## config.mk

```make
export PLATFORM = sky130hd
export DESIGN_NAME = xor_lane_pipe
export DESIGN_NICKNAME = d
export VERILOG_FILES = /design/src/rtl/xor_lane_pkg.sv /design/src/rtl/xor_lane_fold.sv /design/src/rtl/xor_lane_pipe.sv
export SDC_FILE = /design/constraint.sdc
export NUM_CORES = 1
export LEC_CHECK = 0
export CAP_MARGIN = 10
export CORE_MARGIN = 1
export CORE_UTILIZATION = 45
export DETAILED_ROUTE_END_ITERATION = 12
export PLACE_DENSITY = 0.71
export SKIP_LAST_GASP = 1
export SLEW_MARGIN = 10
export SYNTH_ARGS = -nofsm -noshare
export SYNTH_HDL_FRONTEND = slang
export SYNTH_HIERARCHICAL = 1
export SYNTH_SLANG_ARGS = --single-unit
```

## constraint.sdc

```tcl
create_clock -name CLK -period 4.53 [get_ports CLK]
set_input_delay 1.359 -clock CLK [delete_from_list [all_inputs] [get_ports CLK]]
set_output_delay 1.359 -clock CLK [all_outputs]
set_load 0.01 [all_outputs]
```

## src/rtl/xor_lane_pkg.sv

```systemverilog
// ---------------------------------------------------------------------------------------------
// xor_lane_pkg
//  Shared definitions for the xor_lane_pipe block: operation mode encodings, the accumulate
//  FSM state type and a small mode-decode helper.
//  No ports (package).
// ---------------------------------------------------------------------------------------------
package xor_lane_pkg;

    localparam logic [1:0] MODE_XOR   = 2'b00;
    localparam logic [1:0] MODE_XNOR  = 2'b01;
    localparam logic [1:0] MODE_ACCUM = 2'b10;
    // 2'b11 is reserved and behaves as MODE_XOR.

    typedef enum logic {
        IDLE,
        BURST
    } state_t;

    // Only XNOR inverts; the reserved code falls through to plain XOR.
    function automatic logic mode_inverts(input logic [1:0] mode);
        return (mode == MODE_XNOR);
    endfunction

endpackage

```

## src/rtl/xor_lane_fold.sv

```systemverilog
// ---------------------------------------------------------------------------------------------
// xor_lane_fold
//  Combinational WIDTH-bit fold: y = seed ^ a ^ b, optionally inverted. The same datapath
//  serves single-beat XOR/XNOR (seed = 0) and burst accumulation (seed = running checksum).
//  Ports:
//   seed    in  WIDTH  running accumulator value (0 outside a burst)
//   a       in  WIDTH  operand A
//   b       in  WIDTH  operand B
//   invert  in  1      invert the folded result (XNOR)
//   y       out WIDTH  folded result
// ---------------------------------------------------------------------------------------------
module xor_lane_fold #(
    parameter int unsigned WIDTH = 4
) (
    input  logic [WIDTH-1:0] seed,
    input  logic [WIDTH-1:0] a,
    input  logic [WIDTH-1:0] b,
    input  logic             invert,
    output logic [WIDTH-1:0] y
);

    logic [WIDTH-1:0] raw;

    always_comb begin
        raw = seed ^ a ^ b;
        y   = invert ? ~raw : raw;
    end

endmodule

```

## src/rtl/xor_lane_pipe.sv

```systemverilog
// ---------------------------------------------------------------------------------------------
// xor_lane_pipe
//  Registered WIDTH-bit XOR lane with valid/ready handshake. Each accepted beat produces one
//  result (XOR or XNOR of A and B) one cycle later, or, in ACCUM mode, a burst of beats is
//  folded into a single running-checksum result emitted one cycle after the IN_LAST beat.
//  One output register stage; back-to-back throughput of one result per clock.
//
//  Optional feature: define XOR_PARITY_EN to add OUT_PAR (reduction XOR of Y, registered with Y).
//
//  Ports:
//   CLK        in   1      clock, rising edge
//   RST        in   1      synchronous reset, active high
//   MODE       in   2      00 XOR, 01 XNOR, 10 ACCUM, 11 reserved (XOR)
//   A, B       in   WIDTH  operands
//   IN_VALID   in   1      A/B/MODE/IN_LAST valid
//   IN_LAST    in   1      last beat of an ACCUM burst
//   IN_READY   out  1      beat accepted when IN_VALID & IN_READY
//   Y          out  WIDTH  result
//   OUT_VALID  out  1      Y/OUT_CNT valid
//   OUT_READY  in   1      consumer takes result when OUT_VALID & OUT_READY
//   OUT_CNT    out  CNT_W  beats folded into Y (saturating)
//   OUT_PAR    out  1      XOR_PARITY_EN only: ^Y
// ---------------------------------------------------------------------------------------------
module xor_lane_pipe
    import xor_lane_pkg::*;
#(
    parameter int unsigned WIDTH = 4,
    parameter int unsigned CNT_W = 8
) (
    input  logic             CLK,
    input  logic             RST,
    input  logic [1:0]       MODE,
    input  logic [WIDTH-1:0] A,
    input  logic [WIDTH-1:0] B,
    input  logic             IN_VALID,
    input  logic             IN_LAST,
    output logic             IN_READY,
    output logic [WIDTH-1:0] Y,
    output logic             OUT_VALID,
    input  logic             OUT_READY,
    output logic [CNT_W-1:0] OUT_CNT
`ifdef XOR_PARITY_EN
    ,
    output logic             OUT_PAR
`endif
);

    localparam logic [CNT_W-1:0] CNT_MAX = '1;
    localparam logic [CNT_W-1:0] CNT_ONE = CNT_W'(1);

    state_t           state_q;
    logic [WIDTH-1:0] acc_q;
    logic [CNT_W-1:0] cnt_q;
    logic [WIDTH-1:0] y_q;
    logic             out_valid_q;
    logic [CNT_W-1:0] out_cnt_q;
`ifdef XOR_PARITY_EN
    logic             out_par_q;
`endif

    logic             in_ready;
    logic             accept;
    logic             in_burst;
    logic [WIDTH-1:0] fold_seed;
    logic             fold_invert;
    logic [WIDTH-1:0] fold_y;
    logic [CNT_W-1:0] cnt_inc;

    always_comb begin
        // Output slot is free if empty or being drained this cycle.
        in_ready    = !RST && (!out_valid_q || OUT_READY);
        accept      = IN_VALID && in_ready;
        in_burst    = (state_q == BURST);
        // Inside a burst the mode was latched at the first beat, so MODE is ignored here.
        fold_seed   = in_burst ? acc_q : '0;
        fold_invert = !in_burst && mode_inverts(MODE);
        cnt_inc     = (cnt_q == CNT_MAX) ? CNT_MAX : cnt_q + CNT_ONE;
    end

    xor_lane_fold #(
        .WIDTH (WIDTH)
    ) u_fold (
        .seed   (fold_seed),
        .a      (A),
        .b      (B),
        .invert (fold_invert),
        .y      (fold_y)
    );

    always_ff @(posedge CLK) begin
        if (RST) begin
            state_q     <= IDLE;
            acc_q       <= '0;
            cnt_q       <= '0;
            y_q         <= '0;
            out_valid_q <= 1'b0;
            out_cnt_q   <= '0;
`ifdef XOR_PARITY_EN
            out_par_q   <= 1'b0;
`endif
        end else begin
            // Drain on handshake; a result loaded below in the same cycle overrides this.
            if (out_valid_q && OUT_READY) begin
                out_valid_q <= 1'b0;
            end

            if (accept) begin
                unique case (state_q)
                    IDLE: begin
                        if ((MODE == MODE_ACCUM) && !IN_LAST) begin
                            acc_q   <= fold_y;
                            cnt_q   <= CNT_ONE;
                            state_q <= BURST;
                        end else begin
                            // Per-beat XOR/XNOR, or a one-beat ACCUM burst.
                            y_q         <= fold_y;
                            out_cnt_q   <= CNT_ONE;
                            out_valid_q <= 1'b1;
`ifdef XOR_PARITY_EN
                            out_par_q   <= ^fold_y;
`endif
                        end
                    end
                    BURST: begin
                        if (IN_LAST) begin
                            y_q         <= fold_y;
                            out_cnt_q   <= cnt_inc;
                            out_valid_q <= 1'b1;
`ifdef XOR_PARITY_EN
                            out_par_q   <= ^fold_y;
`endif
                            acc_q       <= '0;
                            cnt_q       <= '0;
                            state_q     <= IDLE;
                        end else begin
                            acc_q <= fold_y;
                            cnt_q <= cnt_inc;
                        end
                    end
                endcase
            end
        end
    end

    assign IN_READY  = in_ready;
    assign Y         = y_q;
    assign OUT_VALID = out_valid_q;
    assign OUT_CNT   = out_cnt_q;
`ifdef XOR_PARITY_EN
    assign OUT_PAR   = out_par_q;
`endif

endmodule

```

==> flow_summary_export.csv, run 1 <==
group,metric,value,unit
final_layout,drive_gt1_frac,0.107,
placed_design,numPortBuffers,28,
power_and_ir_drop,vdd_drop_max,0.188,mV
setup_path,crit_path_start_kind,"primary input",
final_layout,final_cell_count_no_fill,222,
synthesis,ys_types,45,
routing,wl_per_cell,13.5,um
timing,timing.final.ws_setup,0.488,ns
final_layout,n_antenna_cell,0,
hold_path,min_to,"acc_q[2]",
synthesis,synth_area,1430,um2
timing,min_period,4.04,ns
clock_tree,cts_made_buffers,3,
clock_tree,h-tree-depth,1,
hold_path,worstHoldStart,"acc_q[2]",
setup_path,critical_path_class,"in -> out",
routing,wirelength,3000,um
grt,grtUsageTotal,0.189,
timing,hold_viol_final,0,
setup_path,end_kind,"primary output",
clock_tree,hold_buffers,0,
placed_design,post-place-ws,0.495,ns
clock_tree,worst_skew_pair.late_latency,0.32,ns
setup_path,crit_fanout,8,
timing,setup-violations-final,0,
power_and_ir_drop,power_density,245,nW/um2
synthesis,synth.net_count,168,
timing,finClkSkew,0.00959,ns
setup_path,r2r_slack,2.72,ns
final_layout,layout.nets,195,
setup_path,rr_worst_depth,6,
synthesis,async_reset_ff_frac,0,
final_layout,syn_to_final_growth,23.6,%
clock_tree,cts-resized-gates,0,
power_and_ir_drop,p_leak,0.658,nW
clock_tree,cts_max_path_buffers,2,
power_and_ir_drop,power,432,uW
die,ios,29,
placed_design,hpwl,2270,um
clock_tree,clkTransAtPathRegs,0.13,ns
outcome,outcome,"complete, but fails checks",
die,die_area,3400,um2
outcome,violations,"DRC",
final_layout,layout_common_cells,"clkdlybuf4s50_1 (28), dfxtp_1 (26), nand2_1 (12)",
clock_tree,cts_tree,"built",
synthesis,ys_warn_count,6,
clock_tree,cts.sinks,26,
run,max-cap-violations,0,
setup_path,crit_arrival,2.68,ns
timing,fin_crit_sh,0.892,
synthesis,synth_edf_count,0,
die,start_util,0.472,
synthesis,seq_area_frac_synth,0.364,
routing,drt-pass1-iter-count,8,
setup_path,r2r-end,"acc_q[1]",
placed_design,gp_congestion,0.807,
routing,drtIter0Drc,39,
die,core,3030,um2
final_layout,final_common_cell,"clkdlybuf4s50_1",
timing,drv_slew,0,
synthesis,synth_seq_cells,26,
synthesis,synth_ff_type,"dfxtp_1",
routing,drc,1,
synthesis,syn_inst,152,
timing,max_freq,247,MHz
timing,rsz0062_at_grt,"no",
grt,antenna_found_initial,0,
routing,antenna_left,0,
grt,grt_max_degree,18,
grt,overflow,0,
clock_tree,root_buffer,"clkbuf_4",
synthesis,avgSynthCellArea,9.40,um2
timing,maxSlewHeadroom,0.590,
grt,grt_pass1_wl,5040,um
grt,grt_pass1_vias,1076,
die,die_h,58.4,um
die,fp-row-count,20,
routing,viasPerCell,5.28,
routing,via_count,1172,
placed_design,placed_cells,218,
hold_path,min_path_cells,2,
timing,tightest_slew,0.615,ns
timing,fin_setup_tns,0,ns
setup_path,crit_required,3.17,ns
clock_tree,post_cts_buffers,0,
die,die_w,58.4,um
hold_path,hold_path.class,"reg -> reg",
setup_path,rr_startpoint,"in_burst",
## Yosys cell counts (2+ instances only)
library cell | number | area, um2
buf_2 | 3 | 15.0
clkbuf_1 | 3 | 11.3
nor2_1 | 6 | 22.5
o2111ai_1 | 4 | 35.0
xnor2_2 | 4 | 65.1
inv_1 | 3 | 11.3
buf_6 | 2 | 22.5
nand4_1 | 3 | 18.8
a221o_1 | 2 | 20.0
xnor2_1 | 4 | 35.0
o2bb2ai_1 | 7 | 61.3
dfxtp_1 | 26 | 521
nand3_1 | 2 | 10.0
and2b_1 | 2 | 15.0
a21oi_1 | 11 | 55.1
a31oi_1 | 3 | 18.8
xor2_1 | 4 | 35.0
nor2b_1 | 5 | 31.3
a21o_1 | 3 | 22.5
and2_1 | 7 | 43.8
and3_1 | 4 | 25.0
nand2b_1 | 2 | 12.5
and4_1 | 2 | 17.5
o21ai_0 | 4 | 20.0
mux2_1 | 4 | 45.0
nand2_1 | 12 | 45.0
mux2i_1 | 2 | 20.0
## final cells by class
| cell class | instances | area (um2) |
|---|---|---|
| clock buffers | 4 | 36.3 |
| well taps | 44 | 55.1 |
| multi-input cells | 115 | 848 |
| repair buffers | 30 | 295 |
| fillers | 263 | 1260 |
| flip-flops and latches | 26 | 520 |
| inverters | 3 | 11.3 |
## worst max-delay path, stage by stage
cell and delay, ns:
clkdlybuf4s50_1 0.45, nand2b_2 0.20, and2_1 0.15, clkdlybuf4s50_1 0.52
## worst max-delay path by stage
stage,endpoint,startpoint,depth (start not counted),slack [ns]
floorplan,IN_READY,OUT_READY,2,1.39
global placement,IN_READY,OUT_READY,4,0.51
detailed placement,IN_READY,OUT_READY,4,0.50
CTS,IN_READY,OUT_READY,4,0.48
global route,IN_READY,OUT_READY,4,0.45
finish,IN_READY,OUT_READY,4,0.49
## per-layer routing
layer	vias to the layer above	GRT usage	wire (um)
met2	22	0.302	1430
met1	546	0.274	1470
li1	604	-	-
met5	-	0	0
met4	0	0.0102	0
met3	0	0.0462	95
## state kept, by name, summed over array words and instances (netlist names)
name / count
acc_q: 4
OUT_VALID: 1
OUT_CNT: 8
in_burst: 1
cnt_q: 8
Y: 4
## cells by family (layout without fill, tap and decap cells)
logic type	after synthesis	in the layout	share of synthesized area
fa+ha+maj	1	1	0.00876
xor+xnor	12	12	0.0946
simple gates	54	54	0.224
compound gates	42	42	0.221
flops	26	26	0.364
mux	6	6	0.0455
buf+inv	11	37	0.0420
## report_power, final
| part | internal, mW | total, mW | switching (mW) | leakage, nW |
|---|---|---|---|---|
| Combinational | 0.0429 | 0.0761 | 0.0331 | 0.426 |
| Clock | 0.0492 | 0.116 | 0.0672 | 0.0210 |
| Sequential | 0.236 | 0.240 | 0.00403 | 0.211 |
| Total | 0.328 | 0.432 | 0.104 | 0.658 |
## metrics by stage
step                      hold WS, ns   util  area (um2)
after global placement          0.438  0.571        1730
after detailed placement        0.448  0.571        1730
final                           0.463  0.583        1770
after floorplan                 0.427      -        1430
after global routing            0.483  0.583        1770
after CTS                       0.467  0.583        1770
Power figures use the tool's default switching activity.
==> run 2: changes to the inputs <==
- CORE_MARGIN: 1 -> 5
==> flow_summary_export.csv, run 2 (same netlist as run 1, synthesis figures left out) <==
group,metric,value,unit
final_layout,stdcell_area,1780,um2
timing,hold_viol_final,0,
die,die_h,66.4,um
clock_tree,cts.sinks,26,
final_layout,register_area,520,um2
grt,antenna_found_initial,0,
timing,fin_setup_tns,0,ns
timing,max_freq,247,MHz
routing,via_count,1204,
final_layout,layout.nets,195,
grt,grt_max_degree,18,
final_layout,n_antenna_cell,0,
final_layout,final_common_cell,"clkdlybuf4s50_1",
timing,min_period,4.04,ns
grt,grt_pass1_wl,5420,um
timing,rsz0062_at_grt,"no",
grt,grt_pass1_vias,1136,
final_layout,multi_input_area,848,um2
routing,drt-pass1-iter-count,4,
setup_path,crit_fanout,8,
placed_design,hpwl,2440,um
clock_tree,cts_tree,"built",
die,fp-row-count,20,
clock_tree,cts_max_path_buffers,2,
routing,drtIter0Drc,46,
timing,finClkSkew,0.00479,ns
clock_tree,hold_buffers,0,
setup_path,crit_required,3.17,ns
die,die_area,4400,um2
power_and_ir_drop,p_leak,0.664,nW
clock_tree,cts-resized-gates,0,
setup_path,crit_path_start_kind,"primary input",
die,core,3050,um2
setup_path,end_kind,"primary output",
timing,setup-violations-final,0,
routing,viasPerCell,5.42,
routing,wirelength,3170,um
placed_design,numPortBuffers,28,
final_layout,drive_gt1_frac,0.107,
timing,maxSlewHeadroom,0.633,
outcome,outcome,"finished, final reports clean",
die,ios,29,
die,start_util,0.468,
power_and_ir_drop,power_density,268,nW/um2
run,max-cap-violations,0,
clock_tree,post_cts_buffers,0,
final_layout,num-fill-cells,294,
clock_tree,h-tree-depth,1,
placed_design,placed_cell_area,1730,um2
power_and_ir_drop,vdd_drop_max,0.226,mV
routing,antenna_left,0,
timing,tightest_slew,0.550,ns
clock_tree,clkTransAtPathRegs,0.14,ns
die,die_w,66.4,um
clock_tree,root_buffer,"clkbuf_4",
hold_path,hold_path.class,"reg -> reg",
final_layout,layout_common_cells,"clkdlybuf4s50_1 (28), dfxtp_1 (26), nand2_1 (12)",
setup_path,critical_path_class,"in -> out",
clock_tree,worst_skew_pair.late_latency,0.33,ns
power_and_ir_drop,power,477,uW
timing,drv_slew,0,
placed_design,gp_congestion,0.787,
setup_path,crit_arrival,2.68,ns
timing,holdWs,0.464,ns
final_layout,syn_to_final_growth,24.8,%
routing,wl_per_cell,14.3,um
timing,fin_crit_sh,0.892,
routing,drc,0,
clock_tree,cts_made_buffers,3,
grt,overflow,0,
grt,grtUsageTotal,0.163,
## run 2: cell types whose count changed in the layout (fill, tap and decap cells not counted), sizes merged
| cell | delta |
|---|---|
| bufinv | +1 |
| clkbuf | -1 |
## run 2: cell type report
class                   count  share of cell area
clock buffers               3              0.0126
clock inverters             1              0.0168
inverters                   3             0.00632
multi-input cells         115               0.476
flip-flops and latches     26               0.292
well taps                  44              0.0309
repair buffers             30               0.166
## run 2: final timing paths
kind	start	endpoint	slack, ns	cells past startpoint
hold reg to reg	acc_q[3]	acc_q[3]	0.46	2
setup / recovery	OUT_READY	IN_READY	0.49	4
setup reg to reg	in_burst	acc_q[0]	2.76	6
hold / removal	acc_q[3]	acc_q[3]	0.46	2
## run 2: power by group
group / total, mW / internal [mW] / switching (mW)
clock: 0.161 / 0.0896 / 0.0714
sequential: 0.240 / 0.236 / 0.00398
combinational: 0.0765 / 0.0430 / 0.0336
total: 0.477 / 0.368 / 0.109
## run 2: worst max-delay path: stages
cell and delay (ns):
clkdlybuf4s50_1 0.45, nand2b_2 0.20, and2_1 0.14, clkdlybuf4s50_1 0.53
## run 2: layer usage
layer  up-vias  part of all wire  global-route usage
met5         -                 0                   0
met4         0             0.020              0.0609
met3         6             0.047              0.0476
met2        26              0.48               0.264
met1       573              0.45               0.204
li1        599                 -                   -
## run 2: per-stage QoR
stage | setup WS [ns] | cells | util
after CTS | 0.480 | 222 | 0.584
after global placement | 0.507 | 218 | 0.567
after floorplan | 1.39 | 152 | -
after global routing | 0.433 | 222 | 0.584
final | 0.488 | 222 | 0.584
after detailed placement | 0.482 | 218 | 0.567
==> run 3: changes to the inputs <==
- REMOVE_ABC_BUFFERS: not set -> 1
==> flow_summary_export.csv, run 3 (same netlist as run 1, synthesis figures left out) <==
group,metric,value,unit
outcome,outcome,"finished, final reports clean",
final_layout,num-fill-cells,297,
power_and_ir_drop,vdd_drop_max,0.173,mV
placed_design,numPortBuffers,28,
routing,drc,0,
setup_path,crit_required,3.17,ns
placed_design,gp_congestion,0.762,
final_layout,layout_common_cells,"clkdlybuf4s50_1 (28), dfxtp_1 (26), nand2_1 (12)",
grt,overflow,0,
setup_path,cpPeakStageDelay,0.54,ns
setup_path,crit_path_cell_trace,"clkdlybuf4s50_1, nand2b_2, and2_1, clkdlybuf4s50_1",
die,die_h,66.4,um
placed_design,hpwl,2390,um
routing,viasPerCell,5.28,
routing,wl_per_cell,13.8,um
final_layout,multi_input_area,848,um2
routing,wl_met2,1430,um
timing,min_period,4.06,ns
setup_path,slowest_stage,"clkdlybuf4s50_1",
die,start_util,0.468,
die,fp-row-count,20,
setup_path,end_kind,"primary output",
clock_tree,root_buffer,"clkbuf_4",
final_layout,stdcell_area,1770,um2
placed_design,placed_cell_area,1730,um2
final_layout,layout.nets,195,
final_layout,register_area,520,um2
setup_path,crit_path_start_kind,"primary input",
setup_path,r2r_slack,2.75,ns
timing,max_freq,246,MHz
clock_tree,post_cts_buffers,0,
die,die_w,66.4,um
routing,top_layer,"met4",
clock_tree,h-tree-depth,1,
timing,drv_slew,0,
final_layout,n_antenna_cell,0,
timing,setup-violations-final,0,
routing,dr_wl_met3,112,um
grt,grt_max_degree,18,
final_layout,drive_gt1_frac,0.107,
die,core,3050,um2
grt,grtUsageTotal,0.156,
die,ios,29,
clock_tree,clkTransAtPathRegs,0.13,ns
routing,via_count,1173,
setup_path,cpMostUsedCell,"clkdlybuf4s50_1",
grt,antenna_found_initial,0,
timing,hold_viol_final,0,
routing,wl_met1,1480,um
clock_tree,cts.sinks,26,
clock_tree,cts_max_path_buffers,2,
clock_tree,hold_buffers,0,
power_and_ir_drop,p_leak,0.658,nW
setup_path,crit_fanout,8,
die,die_area,4400,um2
timing,maxSlewHeadroom,0.606,
power_and_ir_drop,power_density,244,nW/um2
final_layout,final_common_cell,"clkdlybuf4s50_1",
setup_path,crit_arrival,2.70,ns
hold_path,hold_path.class,"reg -> reg",
clock_tree,cts_tree,"built",
routing,antenna_left,0,
grt,grt_pass1_wl,5330,um
routing,drt-pass1-iter-count,4,
routing,wirelength,3060,um
timing,fin_crit_sh,0.896,
setup_path,critical_path_class,"in -> out",
final_layout,syn_to_final_growth,23.6,%
timing,tightest_slew,0.590,ns
timing,fin_setup_tns,0,ns
clock_tree,worst_skew_pair.late_latency,0.32,ns
timing,finClkSkew,0.000950,ns
run,max-cap-violations,0,
timing,rsz0062_at_grt,"no",
clock_tree,cts_made_buffers,3,
grt,grt_pass1_vias,1168,
clock_tree,cts-resized-gates,0,
routing,drtIter0Drc,53,
## run 3: cell count changes in the layout (fill, tap and decap cells not counted)
| cell | delta |
|---|---|
| bufinv_16 | -1 |
| clkbuf_8 | +1 |
## run 3: worst paths after layout
| path | startpoint | cells after the start | to |
|---|---|---|---|
| worst min register to register | acc_q[2] | 2 | acc_q[2] |
| worst max register to register | in_burst | 6 | acc_q[0] |
| worst max-delay path | OUT_READY | 4 | IN_READY |
| worst min-delay path | acc_q[2] | 2 | acc_q[2] |
## run 3: area by class of cell
class	instances	share of cell area
clock buffers	4	0.0205
flip-flops and latches	26	0.295
multi-input cells	115	0.480
inverters	3	0.00637
repair buffers	30	0.167
well taps	44	0.0312
## run 3: per-layer routing
| metal | up-vias | track usage |
|---|---|---|
| met4 | 0 | 0.0381 |
| met1 | 542 | 0.202 |
| li1 | 601 | - |
| met3 | 4 | 0.0408 |
| met2 | 26 | 0.257 |
| met5 | - | 0 |
## run 3: power breakdown
| group | leakage, nW | internal, mW | switching (mW) |
|---|---|---|---|
| sequential | 0.211 | 0.236 | 0.00428 |
| clock | 0.0210 | 0.0492 | 0.0654 |
| combinational | 0.426 | 0.0430 | 0.0337 |
| total | 0.658 | 0.328 | 0.103 |
## run 3: through the flow
step | std cells | setup WS [ns] | util | hold WS (ns) | total power, mW
2_1_floorplan | 144 | 1.39 | - | 0.421 | 0.283
3_3_place_gp | 218 | 0.507 | 0.567 | 0.437 | 0.319
3_5_place_dp | 218 | 0.466 | 0.567 | 0.443 | 0.322
6_report | 222 | 0.469 | 0.579 | 0.462 | 0.431
4_1_cts | 222 | 0.464 | 0.579 | 0.464 | 0.437
5_1_grt | 222 | 0.426 | 0.579 | 0.485 | 0.454
## run 3: critical path: cells and delay by family
kind	cells	cell delay (ns)
AND/OR/NAND/NOR	2	0.36
buffers and inverters	2	0.98
